==> src/rtl/tetris_pkg.sv <==
// Shared playfield geometry, cell colours and the line_clearer state encoding.
package tetris_pkg;

  localparam int COLS    = 10;
  localparam int ROWS    = 20;
  localparam int COLOR_W = 24;
  localparam int ROW_W   = 5;

  localparam logic [COLOR_W-1:0] EMPTY_CELL   = 24'h000000;
  localparam logic [COLOR_W-1:0] COLOR_CYAN   = 24'h00FFFF;
  localparam logic [COLOR_W-1:0] COLOR_BLUE   = 24'h0000FF;
  localparam logic [COLOR_W-1:0] COLOR_ORANGE = 24'hFF8000;
  localparam logic [COLOR_W-1:0] COLOR_YELLOW = 24'hFFFF00;
  localparam logic [COLOR_W-1:0] COLOR_GREEN  = 24'h00FF00;
  localparam logic [COLOR_W-1:0] COLOR_PURPLE = 24'h800080;
  localparam logic [COLOR_W-1:0] COLOR_RED    = 24'hFF0000;

  typedef enum logic [2:0] {
    LC_IDLE  = 3'd0,
    LC_READ  = 3'd1,
    LC_EVAL  = 3'd2,
    LC_WRITE = 3'd3,
    LC_FILL  = 3'd4,
    LC_DONE  = 3'd5
  } lc_state_e;

endpackage

==> src/rtl/row_is_full.sv <==
// Combinational check that every cell of a packed playfield row is occupied.
module row_is_full import tetris_pkg::*; #(
  parameter int COLS    = tetris_pkg::COLS,
  parameter int COLOR_W = tetris_pkg::COLOR_W
) (
  input  logic [COLS*COLOR_W-1:0] row,
  output logic                    full
);

  // AND together the "cell non-empty" flag of every column
  always_comb begin
    full = 1'b1;
    for (int i = 0; i < COLS; i++) begin
      full = full & (|row[i*COLOR_W +: COLOR_W]);
    end
  end

endmodule

==> src/rtl/line_clearer.sv <==
// Removes full rows bottom-up by copying surviving rows down through the shared
// column-RAM row port, then zero-fills the vacated rows at the top.
module line_clearer import tetris_pkg::*; #(
  parameter int COLS    = tetris_pkg::COLS,
  parameter int ROWS    = tetris_pkg::ROWS,
  parameter int COLOR_W = tetris_pkg::COLOR_W,
  parameter int ROW_W   = tetris_pkg::ROW_W
) (
  input  logic                    clk,
  input  logic                    rst,
  input  logic                    start,
  output logic                    busy,
  output logic                    done,
  output logic [ROW_W-1:0]        lines_cleared,
  output logic [ROW_W-1:0]        ram_row,
  input  logic [COLS*COLOR_W-1:0] ram_q,
  output logic [COLS*COLOR_W-1:0] ram_d,
  output logic [COLS-1:0]         ram_we
);

  localparam int              ROW_BITS = COLS * COLOR_W;
  localparam logic [ROW_W-1:0] ROW_ZERO = {ROW_W{1'b0}};
  localparam logic [ROW_W-1:0] ROW_ONE  = ROW_W'(1);
  localparam logic [ROW_W-1:0] LAST_ROW = ROW_W'(ROWS - 1);

  lc_state_e             state_q, state_d;
  logic [ROW_W-1:0]      rd_q, rd_d;
  logic [ROW_W-1:0]      wr_q, wr_d;
  logic [ROW_W-1:0]      cnt_q, cnt_d;
  logic [ROW_W-1:0]      lc_q, lc_d;
  logic [ROW_BITS-1:0]   buf_q, buf_d;
  logic                  row_full;
  logic [ROW_W-1:0]      rd_next;

  row_is_full #(.COLS(COLS), .COLOR_W(COLOR_W)) u_row_is_full (
    .row  (ram_q),
    .full (row_full)
  );

  // After finishing a row: scan upward, or zero the top rows if any were removed
  function automatic lc_state_e adv_state(input logic [ROW_W-1:0] rd,
                                          input logic [ROW_W-1:0] cnt);
    if (rd != ROW_ZERO) begin
      adv_state = LC_READ;
    end else if (cnt != ROW_ZERO) begin
      adv_state = LC_FILL;
    end else begin
      adv_state = LC_DONE;
    end
  endfunction

  // State and pointer registers
  always_ff @(posedge clk) begin
    if (rst) begin
      state_q <= LC_IDLE;
      rd_q    <= ROW_ZERO;
      wr_q    <= ROW_ZERO;
      cnt_q   <= ROW_ZERO;
      lc_q    <= ROW_ZERO;
      buf_q   <= {ROW_BITS{1'b0}};
    end else begin
      state_q <= state_d;
      rd_q    <= rd_d;
      wr_q    <= wr_d;
      cnt_q   <= cnt_d;
      lc_q    <= lc_d;
      buf_q   <= buf_d;
    end
  end

  // Next-state and pointer update
  always_comb begin
    state_d = state_q;
    rd_d    = rd_q;
    wr_d    = wr_q;
    cnt_d   = cnt_q;
    buf_d   = buf_q;
    rd_next = (rd_q != ROW_ZERO) ? (rd_q - ROW_ONE) : rd_q;
    case (state_q)
      LC_IDLE: begin
        if (start) begin
          rd_d    = LAST_ROW;
          wr_d    = LAST_ROW;
          cnt_d   = ROW_ZERO;
          state_d = LC_READ;
        end else begin
          state_d = LC_IDLE;
        end
      end
      LC_READ: state_d = LC_EVAL;
      LC_EVAL: begin
        buf_d = ram_q;
        if (row_full) begin
          cnt_d   = cnt_q + ROW_ONE;
          rd_d    = rd_next;
          state_d = adv_state(rd_q, cnt_q + ROW_ONE);
        end else if (wr_q != rd_q) begin
          state_d = LC_WRITE;
        end else begin
          // Nothing removed below yet: the row is already in place
          wr_d    = wr_q - ROW_ONE;
          rd_d    = rd_next;
          state_d = adv_state(rd_q, cnt_q);
        end
      end
      LC_WRITE: begin
        wr_d    = wr_q - ROW_ONE;
        rd_d    = rd_next;
        state_d = adv_state(rd_q, cnt_q);
      end
      LC_FILL: begin
        if (wr_q == ROW_ZERO) begin
          state_d = LC_DONE;
        end else begin
          wr_d = wr_q - ROW_ONE;
        end
      end
      LC_DONE: state_d = LC_IDLE;
      default: state_d = LC_IDLE;
    endcase
    lc_d = (state_d == LC_DONE) ? cnt_d : lc_q;
  end

  // Moore decode of status and RAM port from the registers
  always_comb begin
    busy          = (state_q != LC_IDLE);
    done          = (state_q == LC_DONE);
    lines_cleared = lc_q;
    ram_row       = ROW_ZERO;
    ram_d         = {ROW_BITS{1'b0}};
    ram_we        = {COLS{1'b0}};
    case (state_q)
      LC_READ, LC_EVAL: ram_row = rd_q;
      LC_WRITE: begin
        ram_row = wr_q;
        ram_d   = buf_q;
        ram_we  = {COLS{1'b1}};
      end
      LC_FILL: begin
        ram_row = wr_q;
        ram_we  = {COLS{1'b1}};
      end
      default: ram_row = ROW_ZERO;
    endcase
  end

endmodule

==> config.mk <==
export PLATFORM = sky130hd
export DESIGN_NAME = line_clearer
export DESIGN_NICKNAME = d
export VERILOG_FILES = /design/src/rtl/tetris_pkg.sv /design/src/rtl/row_is_full.sv /design/src/rtl/line_clearer.sv
export SDC_FILE = /design/constraint.sdc
export NUM_CORES = 1
export LEC_CHECK = 0
export ABC_AREA = 1
export ABC_CLOCK_PERIOD_IN_PS = 2300
export CAP_MARGIN = 20
export CORE_AREA = 2 2 197 199
export DETAILED_ROUTE_END_ITERATION = 7
export DIE_AREA = 0 0 199 201
export PLACE_DENSITY = 0.6
export SLEW_MARGIN = 20
export SYNTH_ARGS = -nofsm -noshare
export SYNTH_HDL_FRONTEND = slang
export SYNTH_SLANG_ARGS = --single-unit
export TNS_END_PERCENT = 100
==> constraint.sdc <==
create_clock -name clk -period 2.3 [get_ports clk]
set_input_delay 0.46 -clock clk [delete_from_list [all_inputs] [get_ports clk]]
set_output_delay 0.46 -clock clk [all_outputs]
set_load 0.02 [all_outputs]
==> impl_metrics.csv <==
group,metric,value,unit
outcome,outcome,"finished with violations",
outcome,failed_checks,"negative setup slack",
logic_synthesis,synth_enable_flop_cells,0,
die,die_width,199,µm
clocking,cts_htree_levels,1,
cells_and_area,final_layout_size_suffix_gt1_frac,0.2051,
sta,timing.final.hold_violations,0,
place,dp.final_hpwl,34.12,mm
pwr,power_frac_clock,0.410,
drt,detail_route.first_pass.iterations,4,
clocking,clk_pin_slew,60,ps
cells_and_area,filler_cell_count,3966,
drt,detail_route.iter0.violations,470,
logic_synthesis,post_synth_inst_count,1824,
sta,normalized_max_slew_margin,0.4665,
place,buffer_ports.inserted,504,
pwr,power.combinational.fraction,0.167,
drt,detailed_routed_wire_length_on_met3,4.251,mm
sta,fin_setup_tns,-1805,ps
logic_synthesis,synth.avg_cell_area,6.720,µm²
global_route,grt_pass1_wl,69.17,mm
sta,unrepaired_setup_endpoints_after_global_routing,"true",
die,rows,72,
drt,drtAntennaViolNets,0,
place,placed_cell_area,18600,µm²
clocking,cts_tree,"built",
die,ios,505,
die,core_area,38110,µm²
cells_and_area,area_growth_syn_to_layout,54.03,%
drt,drc_errors,0,
worst_hold_path,worst_hold_path_type,"register to register",
drt,detail_route.wl_per_cell,15.51,µm
pwr,power_per_cell_area,628.7,nW/µm²
clocking,clock_sinks,263,
job,drv.max_cap_violation_count,0,
cells_and_area,utilization,0.4955,
drt,num_vias,13283,
global_route,antenna_found_initial,2,
pwr,p_leak,7.991,nW
drt,topRoutingLayerUsed,"met4",
global_route,grt_start_max_net_pins,171,
logic_synthesis,yosysWarningCount,0,
sta,setup-violations-final,97,
global_route,grt_util_all_layers,0.2181,
drt,met2_wirelength,21.75,mm
cells_and_area,finish.cell_count_without_fillers,2928,
setup_path,ws_path_type,"register to output pin",
setup_path,timing.critical_path.fanout_max,16,
logic_synthesis,ys_types,32,
sta,layout_worst_path_cycle_share,1.049,
die,floorplan.initialDensity,0.3217,
cells_and_area,footprint_of_the_multi_input_gates,5120,µm²
die,floorplan.die.height,201,µm
die,fp.dieArea,40000,µm²
logic_synthesis,number_of_flip_flops_and_latches_in_the_synthesized_netlist,263,
sta,timing_worst_slew_pin_value,800.3,ps
global_route,grt_overflow,0,
sta,maxSlewViolCount,0,
logic_synthesis,asyncSetResetFlopFracSynth,0,
logic_synthesis,ys_dominant_reg_cell,"dfxtp_1",
sta,maxClockFrequency,0.4146,GHz
pwr,p_sw,3.125,mW
setup_path,critical_path_sink_type,"output pin",
clocking,total_cts_buffers,31,
setup_path,critical_path_required,1840,ps
drt,drt-vias-per-instance,4.537,
clocking,clock_latency,570,ps
setup_path,cp_data_arrival_time,1950,ps
logic_synthesis,seq_area_frac_synth,0.4295,
sta,minimum_period_implied_by_the_final_worst_setup_slack,2412,ps
drt,detail_route.wirelength,45.41,mm
pwr,p_int,8.745,mW
global_route,grt_pass1_vias,12950,
drt,routedLengthMet1,17.99,mm
place,rd_place_congestion,0.8521,
sta,fin_worst_hold_slack,448.7,ps
sta,layout_setup_ws,-111.8,ps
place,post-place-cells,2873,
cells_and_area,regArea,5269,µm²
pwr,max-vdd-ir-drop,550.2,µV
sta,fin_worst_skew,12.72,ps
clocking,root_buffer,"clkbuf_16",
clocking,postCtsHoldBufs,0,
logic_synthesis,synth_area,12260,µm²
cells_and_area,nets,2640,
cells_and_area,final_design_area_no_fill,18880,µm²
setup_path,start_kind,"register",
clocking,clock_tree.buffer_depth,3,
pwr,sequentialPowerShare,0.423,
pwr,switching_share,0.2632,
logic_synthesis,syn_nets,2074,
power by group through the flow:
stage	registers (mW)	logic, mW	clock network, mW
2_1_floorplan	5.09	1.03	0
3_3_place_gp	5.11	1.94	0
3_5_place_dp	5.11	1.97	0
4_1_cts	5.02	1.97	5.02
5_1_grt	5.05	2.22	5.17
6_report	5.02	1.99	4.86
per-stage QoR:
stage          setup WS (ps)  power (mW)
6_report              -111.8       11.87
3_3_place_gp          -606.1       7.049
4_1_cts               -249.4       12.01
5_1_grt               -204.6       12.45
2_1_floorplan          283.3       6.118
3_5_place_dp          -640.7       7.086
registers in the layout (all words and copies together), names as in the netlist:
register / flops
lines_cleared: 5
wr_q: 5
state_q: 3
cnt_q: 5
buf_q: 240
rd_q: 5
cell families (layout without fill, tap and decap cells):
group           after synthesis  in the layout  share of synthesized area
flops                       263            263                     0.4295
buf+inv                     475           1059                     0.1593
other cells                   0              2                          0
xor+xnor                      7              7                   0.005002
compound gates              519            519                     0.2152
fa+ha+maj                     7              7                   0.007145
simple gates                553            553                     0.1838
routing by layer:
layer  GRT usage  vias to the layer above
li1            -                     6789
met1      0.2454                     5984
met2      0.3821                      433
met3     0.07678                       77
met4     0.06956                        0
met5           0                        -
final timing paths:
path	endpoint	from	slack, ps	cells after the start
min	buf_q[238]	buf_q[238]	450	2
min reg2reg	buf_q[238]	buf_q[238]	450	2
max	ram_d[101]	state_q[2]	-110	8
max reg2reg	buf_q[101]	state_q[2]	30	8
repair_timing:
action	4_1_cts	5_1_grt
endpoints found under the setup margin	265	382
pin swaps	0	1
gates resized for setup	605	570
setup buffers	0	2
layout by cell type, fill, tap and decap left out, types with 4 or more instances in the layout:
cell type,Yosys,layout
xor2_1,6,6
buf_12,0,12
clkinv_2,0,4
clkbuf_8,0,8
nand2_1,96,96
inv_1,347,343
nand3_1,50,49
clkbuf_16,0,31
nor2_2,2,7
clkdlybuf4s50_1,0,247
nand4_1,9,9
clkbuf_2,0,70
buf_4,11,297
nor2_4,3,4
ha_1,7,7
o21ai_0,245,244
buf_2,31,14
dfxtp_1,263,260
inv_2,7,8
nor2_1,382,376
a21oi_1,261,260
clkbuf_1,65,4
buf_6,11,7
cell usage after synthesis, types with 9 or more instances:
master,n,area (µm²)
nor2_1,382,1434
o21ai_0,245,1226
inv_1,347,1303
nand4_1,9,56.30
nand2_1,96,360.4
nand3_1,50,250.2
buf_2,31,155.2
a21oi_1,261,1306
buf_4,11,82.58
buf_6,11,123.9
dfxtp_1,263,5265
clkbuf_1,65,244.0
cell type report:
type / count / share of cell area
multi-input cells: 1086 / 0.2712
well taps: 518 / 0.03433
diodes: 2 / 0.0002651
flip-flops and latches: 263 / 0.2791
clock inverters: 8 / 0.005103
inverters: 357 / 0.07243
clock buffers: 43 / 0.04771
repair buffers: 651 / 0.2899
worst max-delay path: stages, from the launching register on:
cell     delay (ps)
dfxtp_2         370
nor2_8          130
inv_4            50
nor2_8          140
inv_8           110
buf_12          170
buf_4           150
nor2_1           90
buf_4           150
Power figures use the tool's default switching activity.
